[config.mk]
export PLATFORM = sky130hd
export DESIGN_NAME = fetch_predecode
export DESIGN_NICKNAME = d
export VERILOG_FILES = /design/src/rtl/fetch_predecode.sv
export SDC_FILE = /design/constraint.sdc
export NUM_CORES = 1
export LEC_CHECK = 0
export BUFFER_PORTS_ARGS = -buffer_cell sky130_fd_sc_hd__buf_2
export CAP_MARGIN = 30
export CORE_MARGIN = 4
export CORE_UTILIZATION = 37
export DETAILED_ROUTE_END_ITERATION = 6
export HOLD_SLACK_MARGIN = 0.08
export MAX_ROUTING_LAYER = met4
export PLACE_DENSITY = 0.62
export SLEW_MARGIN = 20
export SYNTH_ARGS = -nofsm -noshare
export SYNTH_HDL_FRONTEND = slang
export SYNTH_SLANG_ARGS = --single-unit
[constraint.sdc]
create_clock -name clk -period 20.3 [get_ports clk]
set_input_delay 6.09 -clock clk [delete_from_list [all_inputs] [get_ports clk]]
set_output_delay 6.09 -clock clk [all_outputs]
set_load 0.1 [all_outputs]
[src/rtl/fetch_predecode.sv]
// rtl/fetch_predecode.sv - single-outstanding fetch with JAL/JALR predecode, RAS hints and 2-entry decode queue
module fetch_predecode #(
    parameter int              XLEN     = 32,
    parameter logic [XLEN-1:0] RESET_PC = 32'h1eceb000,
    parameter int              QDEPTH   = 2
) (
    input  logic            clk,
    input  logic            rst,
    input  logic            flush,
    input  logic [XLEN-1:0] flush_pc,
    output logic            fetch_req,
    output logic [XLEN-1:0] fetch_pc,
    input  logic            imem_rvalid,
    input  logic [31:0]     imem_rdata,
    output logic            ras_push,
    output logic [XLEN-1:0] ras_push_addr,
    output logic            ras_pop,
    input  logic [XLEN-1:0] ras_top_addr,
    input  logic            ras_empty,
    output logic            dq_valid,
    input  logic            dq_ready,
    output logic [31:0]     dq_inst,
    output logic [XLEN-1:0] dq_pc,
    output logic [XLEN-1:0] dq_pred_pc,
    output logic            dq_pred_taken
);
    typedef enum logic [1:0] {S_REQ, S_WAIT, S_DROP} state_t;

    state_t          r_state, w_state_nxt;
    logic [XLEN-1:0] r_pc;
    logic [1:0]      r_count;
    logic            r_head, r_tail;
    logic [31:0]     r_q_inst  [2];
    logic [XLEN-1:0] r_q_pc    [2];
    logic [XLEN-1:0] r_q_pred  [2];
    logic            r_q_taken [2];

    logic [6:0]      w_opcode;
    logic [4:0]      w_rd, w_rs1;
    logic            w_rd_link, w_rs1_link, w_is_jal, w_is_jalr;
    logic [XLEN-1:0] w_jimm, w_pc_plus4, w_pred_pc;
    logic            w_pred_taken, w_push, w_pop;
    logic            w_accept, w_deq, w_qfull, w_fetch_req;

    // Predecode of the returned word against the PC it was fetched from
    assign w_opcode   = imem_rdata[6:0];
    assign w_rd       = imem_rdata[11:7];
    assign w_rs1      = imem_rdata[19:15];
    assign w_rd_link  = (w_rd == 5'd1) || (w_rd == 5'd5);
    assign w_rs1_link = (w_rs1 == 5'd1) || (w_rs1 == 5'd5);
    assign w_is_jal   = (w_opcode == 7'b1101111);
    assign w_is_jalr  = (w_opcode == 7'b1100111);
    assign w_jimm     = {{(XLEN-21){imem_rdata[31]}}, imem_rdata[31], imem_rdata[19:12],
                         imem_rdata[20], imem_rdata[30:21], 1'b0};
    assign w_pc_plus4 = r_pc + XLEN'(4);

    always_comb begin
        w_push       = 1'b0;
        w_pop        = 1'b0;
        w_pred_pc    = w_pc_plus4;
        w_pred_taken = 1'b0;
        if (w_is_jal) begin
            w_push       = w_rd_link;
            w_pred_pc    = r_pc + w_jimm;
            w_pred_taken = 1'b1;
        end else if (w_is_jalr) begin
            w_push = w_rd_link;
            // Link-to-same-link is a coroutine-free call: push only
            w_pop  = w_rs1_link && !(w_rd_link && (w_rs1 == w_rd));
            if (w_pop && !ras_empty) begin
                w_pred_pc    = ras_top_addr;
                w_pred_taken = 1'b1;
            end
        end
    end

    assign w_qfull     = (r_count == 2'(QDEPTH));
    assign w_accept    = (r_state == S_WAIT) && imem_rvalid && !flush;
    assign w_deq       = dq_valid && dq_ready;
    assign w_fetch_req = (r_state == S_REQ) && !flush && !w_qfull && !rst;

    always_comb begin
        w_state_nxt = r_state;
        case (r_state)
            S_REQ:  if (w_fetch_req) w_state_nxt = S_WAIT;
            S_WAIT: if (flush) w_state_nxt = imem_rvalid ? S_REQ : S_DROP;
                    else if (imem_rvalid) w_state_nxt = S_REQ;
            S_DROP: if (flush || imem_rvalid) w_state_nxt = S_REQ;
            default: w_state_nxt = S_REQ;
        endcase
    end

    always_ff @(posedge clk or posedge rst) begin
        if (rst) begin
            r_state <= S_REQ;
            r_pc    <= RESET_PC;
        end else begin
            r_state <= w_state_nxt;
            if (flush)
                r_pc <= flush_pc;
            else if (w_accept)
                r_pc <= w_pred_pc;
        end
    end

    always_ff @(posedge clk or posedge rst) begin
        if (rst) begin
            r_count <= 2'd0;
            r_head  <= 1'b0;
            r_tail  <= 1'b0;
            for (int i = 0; i < 2; i++) begin
                r_q_inst[i]  <= '0;
                r_q_pc[i]    <= '0;
                r_q_pred[i]  <= '0;
                r_q_taken[i] <= 1'b0;
            end
        end else if (flush) begin
            r_count <= 2'd0;
            r_head  <= 1'b0;
            r_tail  <= 1'b0;
        end else begin
            if (w_accept) begin
                r_q_inst[r_tail]  <= imem_rdata;
                r_q_pc[r_tail]    <= r_pc;
                r_q_pred[r_tail]  <= w_pred_pc;
                r_q_taken[r_tail] <= w_pred_taken;
                r_tail            <= ~r_tail;
            end
            if (w_deq)
                r_head <= ~r_head;
            if (w_accept && !w_deq)
                r_count <= r_count + 2'd1;
            else if (!w_accept && w_deq)
                r_count <= r_count - 2'd1;
        end
    end

    assign fetch_req     = w_fetch_req;
    assign fetch_pc      = r_pc;
    assign ras_push      = w_accept && w_push;
    assign ras_pop       = w_accept && w_pop;
    assign ras_push_addr = w_pc_plus4;
    assign dq_valid      = (r_count != 2'd0);
    assign dq_inst       = r_q_inst[r_head];
    assign dq_pc         = r_q_pc[r_head];
    assign dq_pred_pc    = r_q_pred[r_head];
    assign dq_pred_taken = r_q_taken[r_head];
endmodule

Yosys cells after proc, flatten, opt, wreduce, memory -nomap -nowiden
Index checks and enable logic that the tools add are counted.
- flip-flop bits (word level): 232
- input bits: 102
- output and inout bits: 165
- word-level logic and storage cells: 114
- add/subtract/negate cells: 4
- magnitude comparators: 3
- equality and inequality tests: 13
- multiplexer cells: 45
- bitwise gates (word level): 5
- reduce and logical (&&, ||, !) cells: 31
- operators with widths (cell ; count):
    32-bit 2-to-1 mux ; 15
    64-bit bitwise mux ; 3
    32-bit by 3-bit adder with 32-bit output, second input constant ; 1
    32-bit adder ; 1
    32-bit demux with 1-bit select ; 1
    2-bit 2-to-1 mux ; 8
    1-bit 2-to-1 mux ; 15
    7-bit == test, second input constant ; 2
    1-bit logical AND ; 14
    5-bit by 1-bit == test with 1-bit output, second input constant ; 2
    5-bit by 3-bit == test with 1-bit output, second input constant ; 2
    1-bit zero test ; 7
    2-bit one-hot mux with 3 select lines ; 1
    2-bit nonzero test ; 3
    5-bit == test ; 1
    2-bit == test, second input constant ; 2
    2-bit greater-or-equal comparator, second input constant ; 2
    2-bit != test, second input constant ; 2
    1-bit inverter with 2-bit output ; 2
    1-bit logical OR ; 3
    3-bit != test, second input constant ; 1
    1-bit inverter ; 3
    3-bit AND reduction ; 1
    3-bit nonzero test ; 1
    8 further kinds ; 8

Logic depth before layout (Yosys ltp)
Gate-level depths: netlist of the first run.
- depth after elaboration: 11
- depth in mapped cells: 11

Least setup slack after synthesis of the first run
OpenSTA, ideal clock, no wires.
- path kind: input to output
- start: input imem_rvalid
- end: output ras_pop
- arrival time: 8.774 ns
- required time: 14.210 ns
- slack: 5.436 ns
- cell stages on the path: 5
- path through: nand2_1 -> nor2_1 -> nand2_1 -> clkbuf_1 -> nor3_1
- word-level cells in the longest chain between the ends: 3
- ends and longest elaborated chain (item ; RTL line ; RTL):
    start: declaration ; 13 ; input logic imem_rvalid,
    1-bit logical AND (2 in a row) ; 78 ; assign w_accept = (r_state == S_WAIT) && imem_rvalid && !flush;
    1-bit logical AND ; 141 ; assign ras_pop = w_accept && w_pop;
    end: declaration ; 17 ; output logic ras_pop,
No other way between the ends.

Worst setup path in the final report of the first run
- start: input flush
- end: output ras_pop
- word-level cells in the longest chain between the ends: 3
- ends and longest elaborated chain (item ; RTL line ; RTL):
    start: declaration ; 9 ; input logic flush,
    1-bit zero test ; 78 ;
    1-bit logical AND ; 78 ;
    1-bit logical AND ; 141 ;
No other way between the ends.

==> metrics, run 1 <==
Setup CP Type in2out; Mapped Area 12900 um^2; ranking of synthesized cells by area dfrtp_1, nand2_1, mux2_2; final hold slack about 0.47 ns; IO Count approximately 270; post-synth cell types 72; prevailing post-synth register cell dfrtp_1; CTS tree done; startpoint types primary input; most frequent cells after synthesis nand2_1, dfrtp_1, o21ai_0, mux2_2, clkbuf_1; post-route antenna net violation count 0; largest net degree at the start of global routing 91; Setup Skew 0.0273 ns; Slew HR 34.1%; Num CTS Buffers 29; DIE HEIGHT 195 um; Overflow after GRT 0; core area 34500 um^2; htree depth 1; DR vias/cell 5.42; Die Width 195 um; Seq/Total Area, Yosys 45.0%; Leak 7.86 nW; Post-synth ARST share 100%; Least-Margin Pin Slew 0.964 ns; clock sink total approximately 230; final hold vios 0; Post-synth EDFFs 0; synthesized net count between 1500 and 2000; Max VDD drop ~0.00013 V; cts repair resizes 0; Syn-to-layout area delta 21.0%; router iterations before antenna repair 5; post-CTS setup repair buffer count 0; Root Buffer clkbuf_16; RSZ-0062 raised after global routing false; Initial Utilization between 30% and 40%; die area 38000 um^2; placed cell area 14600 um^2; insertion delay to the later sink of the worst-skew pair between 0.5 and 0.6 ns; post-cts hold buffer count 0; area occupied by multi-input gates 6690 um^2; clk buf depth 3; Power Dens Cells about 140 nW/um^2; FF+latch area slightly below 6000 um^2; HPWL Detailed 32900 um; Initial DRC Count 881; Syn Inst Count between 1000 and 1500; # Max-Cap Violations 0; min Tclk post-route between 10 and 15 ns; initial antenna violation count 3; Layout Cells excl Fill about 2200; Clock transition at path regs around 0.06 ns; routed length per placed instance 21.2 um; first-pass GRT wire length slightly above 70000 um; Min-Delay Path Class reg2reg; Max Slew Vio Count 0; Synth area leader dfrtp_1; area share of the largest cell type after synthesis 42.6%; placer's final routability congestion estimate 0.896; Max Freq 0.0693 GHz; fill cell count 3450; Total GRT Usage between 20% and 30%; outcome complete, no violations; Routed WL 46200 um; Worst Path Max Fanout 57; YS warnings 0; Post-Syn Area per Cell roughly 8.7 um^2; setup TNS 0 ns; fraction of layout instances using a drive strength above 1 28.0%; setup slack after layout 5.88 ns; Std-Cell Rows ~70; Final period util 71.0%; vias post-DR between 10000 and 15000; WP data arrival 8.33 ns; dpl cells 2120; Buffers on Ports 266; final number of setup-violating endpoints 0; # DRC 0; Setup WS pre-CTS 5.92 ns; most instantiated library cell after synthesis nand2_1; CP Capture Type output pin; Layout Nets 1832; Final Instance Area 15700 um^2; CP required 14.21 ns; vias in the first global route ~12000; Seq cells post-synth 232
-- path summary, 6_finish.rpt --
check	from	end	slack, ns	cells after the start
max	flush	ras_pop	5.88	6
min reg2reg	r_q_inst[40]$_DFFE_PP0P_	r_q_inst[40]$_DFFE_PP0P_	0.47	2
min	r_q_inst[40]$_DFFE_PP0P_	r_q_inst[40]$_DFFE_PP0P_	0.47	2
max reg2reg	fetch_pc[8]$_DFFE_PP0P_	fetch_pc[28]$_DFFE_PP1P_	16.64	9
max in group asynchronous	rst	fetch_pc[13]$_DFFE_PP1P_	13.44	4
min in group asynchronous	rst	r_state[0]$_DFFE_PP0P_	5.64	2
-- power by group --
group / total, mW / internal (mW) / leakage [nW] / switching (mW)
Combinational: 0.999 / 0.197 / 4.38 / 0.803
Sequential: 0.635 / 0.563 / 2.99 / 0.0717
Clock: 0.522 / 0.310 / 0.487 / 0.212
-- final cells by class --
| type | count | share of cell area (%) |
|---|---|---|
| antenna | 3 | 0.0480 |
| clock buffer | 35 | 5.16 |
| clock inverter | 19 | 1.11 |
| inverter | 14 | 0.384 |
| multi-input combinational | 1137 | 42.7 |
| sequential | 232 | 37.2 |
| tap | 455 | 3.64 |
| timing repair buffer | 284 | 9.74 |
-- cells in the final DEF, fill, tap and decap left out, types with 7 or more instances in the layout --
cell         n
a221oi_1     9
mux2_2      99
nor3_1      12
a31oi_1     12
o21ai_0    104
ha_1        31
a21oi_1     55
nand2_1    469
o21a_1       7
dfstp_2     12
and3_1      15
inv_1       13
nand4_1     19
o31ai_1      8
a211oi_1    17
nand3_1     23
a21o_1      18
nor2_1      70
clkinv_2    11
clkbuf_16   29
a22o_1      13
a22oi_1      8
xnor2_1     31
dfrtp_1    219
or2_2        8
buf_2      267
xor2_1      21
buf_4       14
-- flip-flops by register name, indices dropped and copies added, names as in the netlist --
name	cells
r_q_inst	64
r_q_pc	64
r_q_pred	64
fetch_pc	32
r_count	2
r_q_taken	2
r_state	2
r_head	1
r_tail	1
-- routing by layer --
layer  up-vias  GRT usage [%]  share of wire, %
met4         0           4.89               1.9
met1      5749           31.8                43
met3        64           4.92               7.9
li1       5519              -                 -
met5         -              -                 0
met2       483           38.7                48
-- critical path, cell delays in order --
cell and delay, ns:
buf_2 0.10, buf_4 0.30, inv_1 0.49, nand2_1 0.52
nor3_1 0.32, buf_2 0.47
-- through the flow --
stage	utilization [%]	total power [mW]
floorplan	-	1.46
global placement	42.2	1.63
detailed placement	42.4	1.64
CTS	45.2	2.17
global route	45.3	2.25
finish	45.3	2.16
-- kinds of logic after synthesis --
group	after synthesis	share of synthesized area, %
mux	105	9.08
simple gates	666	21.9
flops	232	45.0
fa+ha+maj	32	3.15
xor+xnor	52	3.52
buf+inv	115	3.58
compound gates	282	13.7
Note: power is estimated with default switching activity, not from simulation.
==> run 2: changes to the inputs <==
clock period = 14.25 ns   (was 20.3 ns; I/O delays follow)
==> run 2 against run 1 <==
Effect of this change: global-route usage increased by 0.26 points; register-to-register slack got worse by 6.0 ns; via count increased by 0.25%; design area decreased by 0.32%; critical path type unchanged; worst hold slack improved by 0.0016 ns; sequential power increased by 43%; count of clock-buffer cells in the layout increased by 9; utilization decreased by 0.14 points; non-clock buffer count increased by 1; wire length increased by 0.62%; flip-flop and latch count unchanged; first-iteration DRC count decreased by 4.2%.
==> metrics, run 2 (synthesized netlist as in run 1, its figures left out) <==
outcome complete, no violations; first-pass GRT wire length ~71000 um; dpl cells 2121; Setup CP Type in2out; setup TNS 0 ns; commonest non-fill, non-tap cell in the layout nand2_1; Syn-to-layout area delta 20.6%; CP required roughly 10 ns; Std-Cell Rows 68; internal power 1.53 mW; switching fraction of total power 50.1%; RSZ-0062 raised after global routing false; Num CTS Buffers 28; largest registers r_q_inst x64, r_q_pc x64, r_q_pred x64; Leak 7.83 nW; Max VDD drop between 0.00015 and 0.0002 V; initial antenna violation count 2; Layout Cells excl Fill 2174; final hold slack 0.469 ns; post-cts hold buffer count 0; # Max-Cap Violations 0; fill cell count 3477; DR vias/cell 5.45; commonest cells after routing, fill and taps aside nand2_1, buf_2, dfrtp_1, o21ai_0, mux2_2; routed length per placed instance 21.4 um; Total GRT Usage approximately 24%; Min-Delay Path Class reg2reg; Max Slew Vio Count 0; Die Width 195 um; post-route antenna net violation count 0; Power Dens Cells between 150 and 200 nW/um^2; htree depth 1; IO Count 267; Critical Path, Cell by Cell buf_2 -> buf_4 -> inv_1 -> nand2_1 -> nor3_1 -> buf_2; Setup Skew 0.0133 ns; most frequent CP cell buf_2; min Tclk post-route 10.39 ns; CTS tree done; final hold vios 0; Net Switching 1.53 mW; Final Util 45.2%; router iterations before antenna repair 7; Least-Margin Pin Slew 0.945 ns; placer's final routability congestion estimate 0.904; insertion delay to the later sink of the worst-skew pair 0.55 ns; HPWL Detailed 33300 um; vias in the first global route 11601; fraction of layout instances using a drive strength above 1 roughly 27%; Reg power frac 29.6%; total power 3.06 mW; Routed WL approximately 46000 um; WP data arrival 6.11 ns; Clock transition at path regs roughly 0.050 ns; DIE HEIGHT roughly 190 um; Final period util 72.9%; Critical Path Max Stage Delay 0.50 ns; Max Freq 0.0962 GHz; Clock power frac about a quarter; Buffers on Ports around 270; Root Buffer clkbuf_16; Worst Path Max Fanout 57; Initial Utilization between 30% and 40%; clk buf depth 3; cts repair resizes 0; # DRC 0; CP Capture Type output pin; largest net degree at the start of global routing 90; clock sink total 232; startpoint types primary input; vias post-DR 11845; final number of setup-violating endpoints 0; Comb pwr share 46.6%; Layout Nets ~1800; post-CTS setup repair buffer count 0; Slew HR 35.4%; slowest cell on the critical path inv_1; Initial DRC Count 844; die area between 30000 and 40000 um^2; core area about 35000 um^2; Overflow after GRT 0
==> run 2: final timing paths <==
check	start	endpoint	slack, ns	depth (start not counted)
max	flush	ras_push	3.86	6
min	r_q_inst[6]$_DFFE_PP0P_	r_q_inst[6]$_DFFE_PP0P_	0.47	2
max reg2reg	fetch_pc[9]$_DFFE_PP0P_	fetch_pc[28]$_DFFE_PP1P_	10.69	9
min reg2reg	r_q_inst[6]$_DFFE_PP0P_	r_q_inst[6]$_DFFE_PP0P_	0.47	2
max in group asynchronous	rst	r_q_inst[26]$_DFFE_PP0P_	8.82	5
min in group asynchronous	rst	r_state[1]$_DFFE_PP0P_	3.80	2
==> run 2: power by group through the flow <==
stage                     clock, mW  combinational (mW)  sequential, mW
after floorplan                   0                1.14           0.946
after global placement            0                1.42           0.908
after detailed placement          0                1.43           0.915
after CTS                     0.741                1.43           0.904
after global routing          0.775                1.49           0.924
final                         0.726                1.42           0.906
==> run 2: layer usage <==
metal  vias to the layer above  part of all wire (%)  track usage, %
li1                       5524                     -               -
met1                      5772                    42            31.8
met2                       477                    48            39.7
met3                        72                   7.3            4.18
met4                         0                   2.6            5.87
met5                         -                     0               -
==> run 2: stage by stage <==
step / setup WS (ns) / area (um^2)
floorplan: 3.02 / 12900
CTS: 3.87 / 15600
global placement: 3.82 / 14600
finish: 3.86 / 15600
detailed placement: 3.87 / 14600
global route: 3.73 / 15600
==> run 2: critical path, delay by kind of cell <==
| family | cells | cell delay [ns] |
|---|---|---|
| buffers and inverters | 4 | 1.36 |
| and+or+nand+nor | 2 | 0.46 |
==> run 2: area by class of cell <==
type,count,area [um^2],share of cell area [%]
diodes,2,5.00,0.0321
clock buffers,44,852,5.46
clock inverters,5,80.1,0.513
inverters,14,60.1,0.385
multi-input cells,1137,6690,42.8
flip-flops and latches,232,5820,37.3
well taps,455,569,3.65
repair buffers,285,1530,9.78
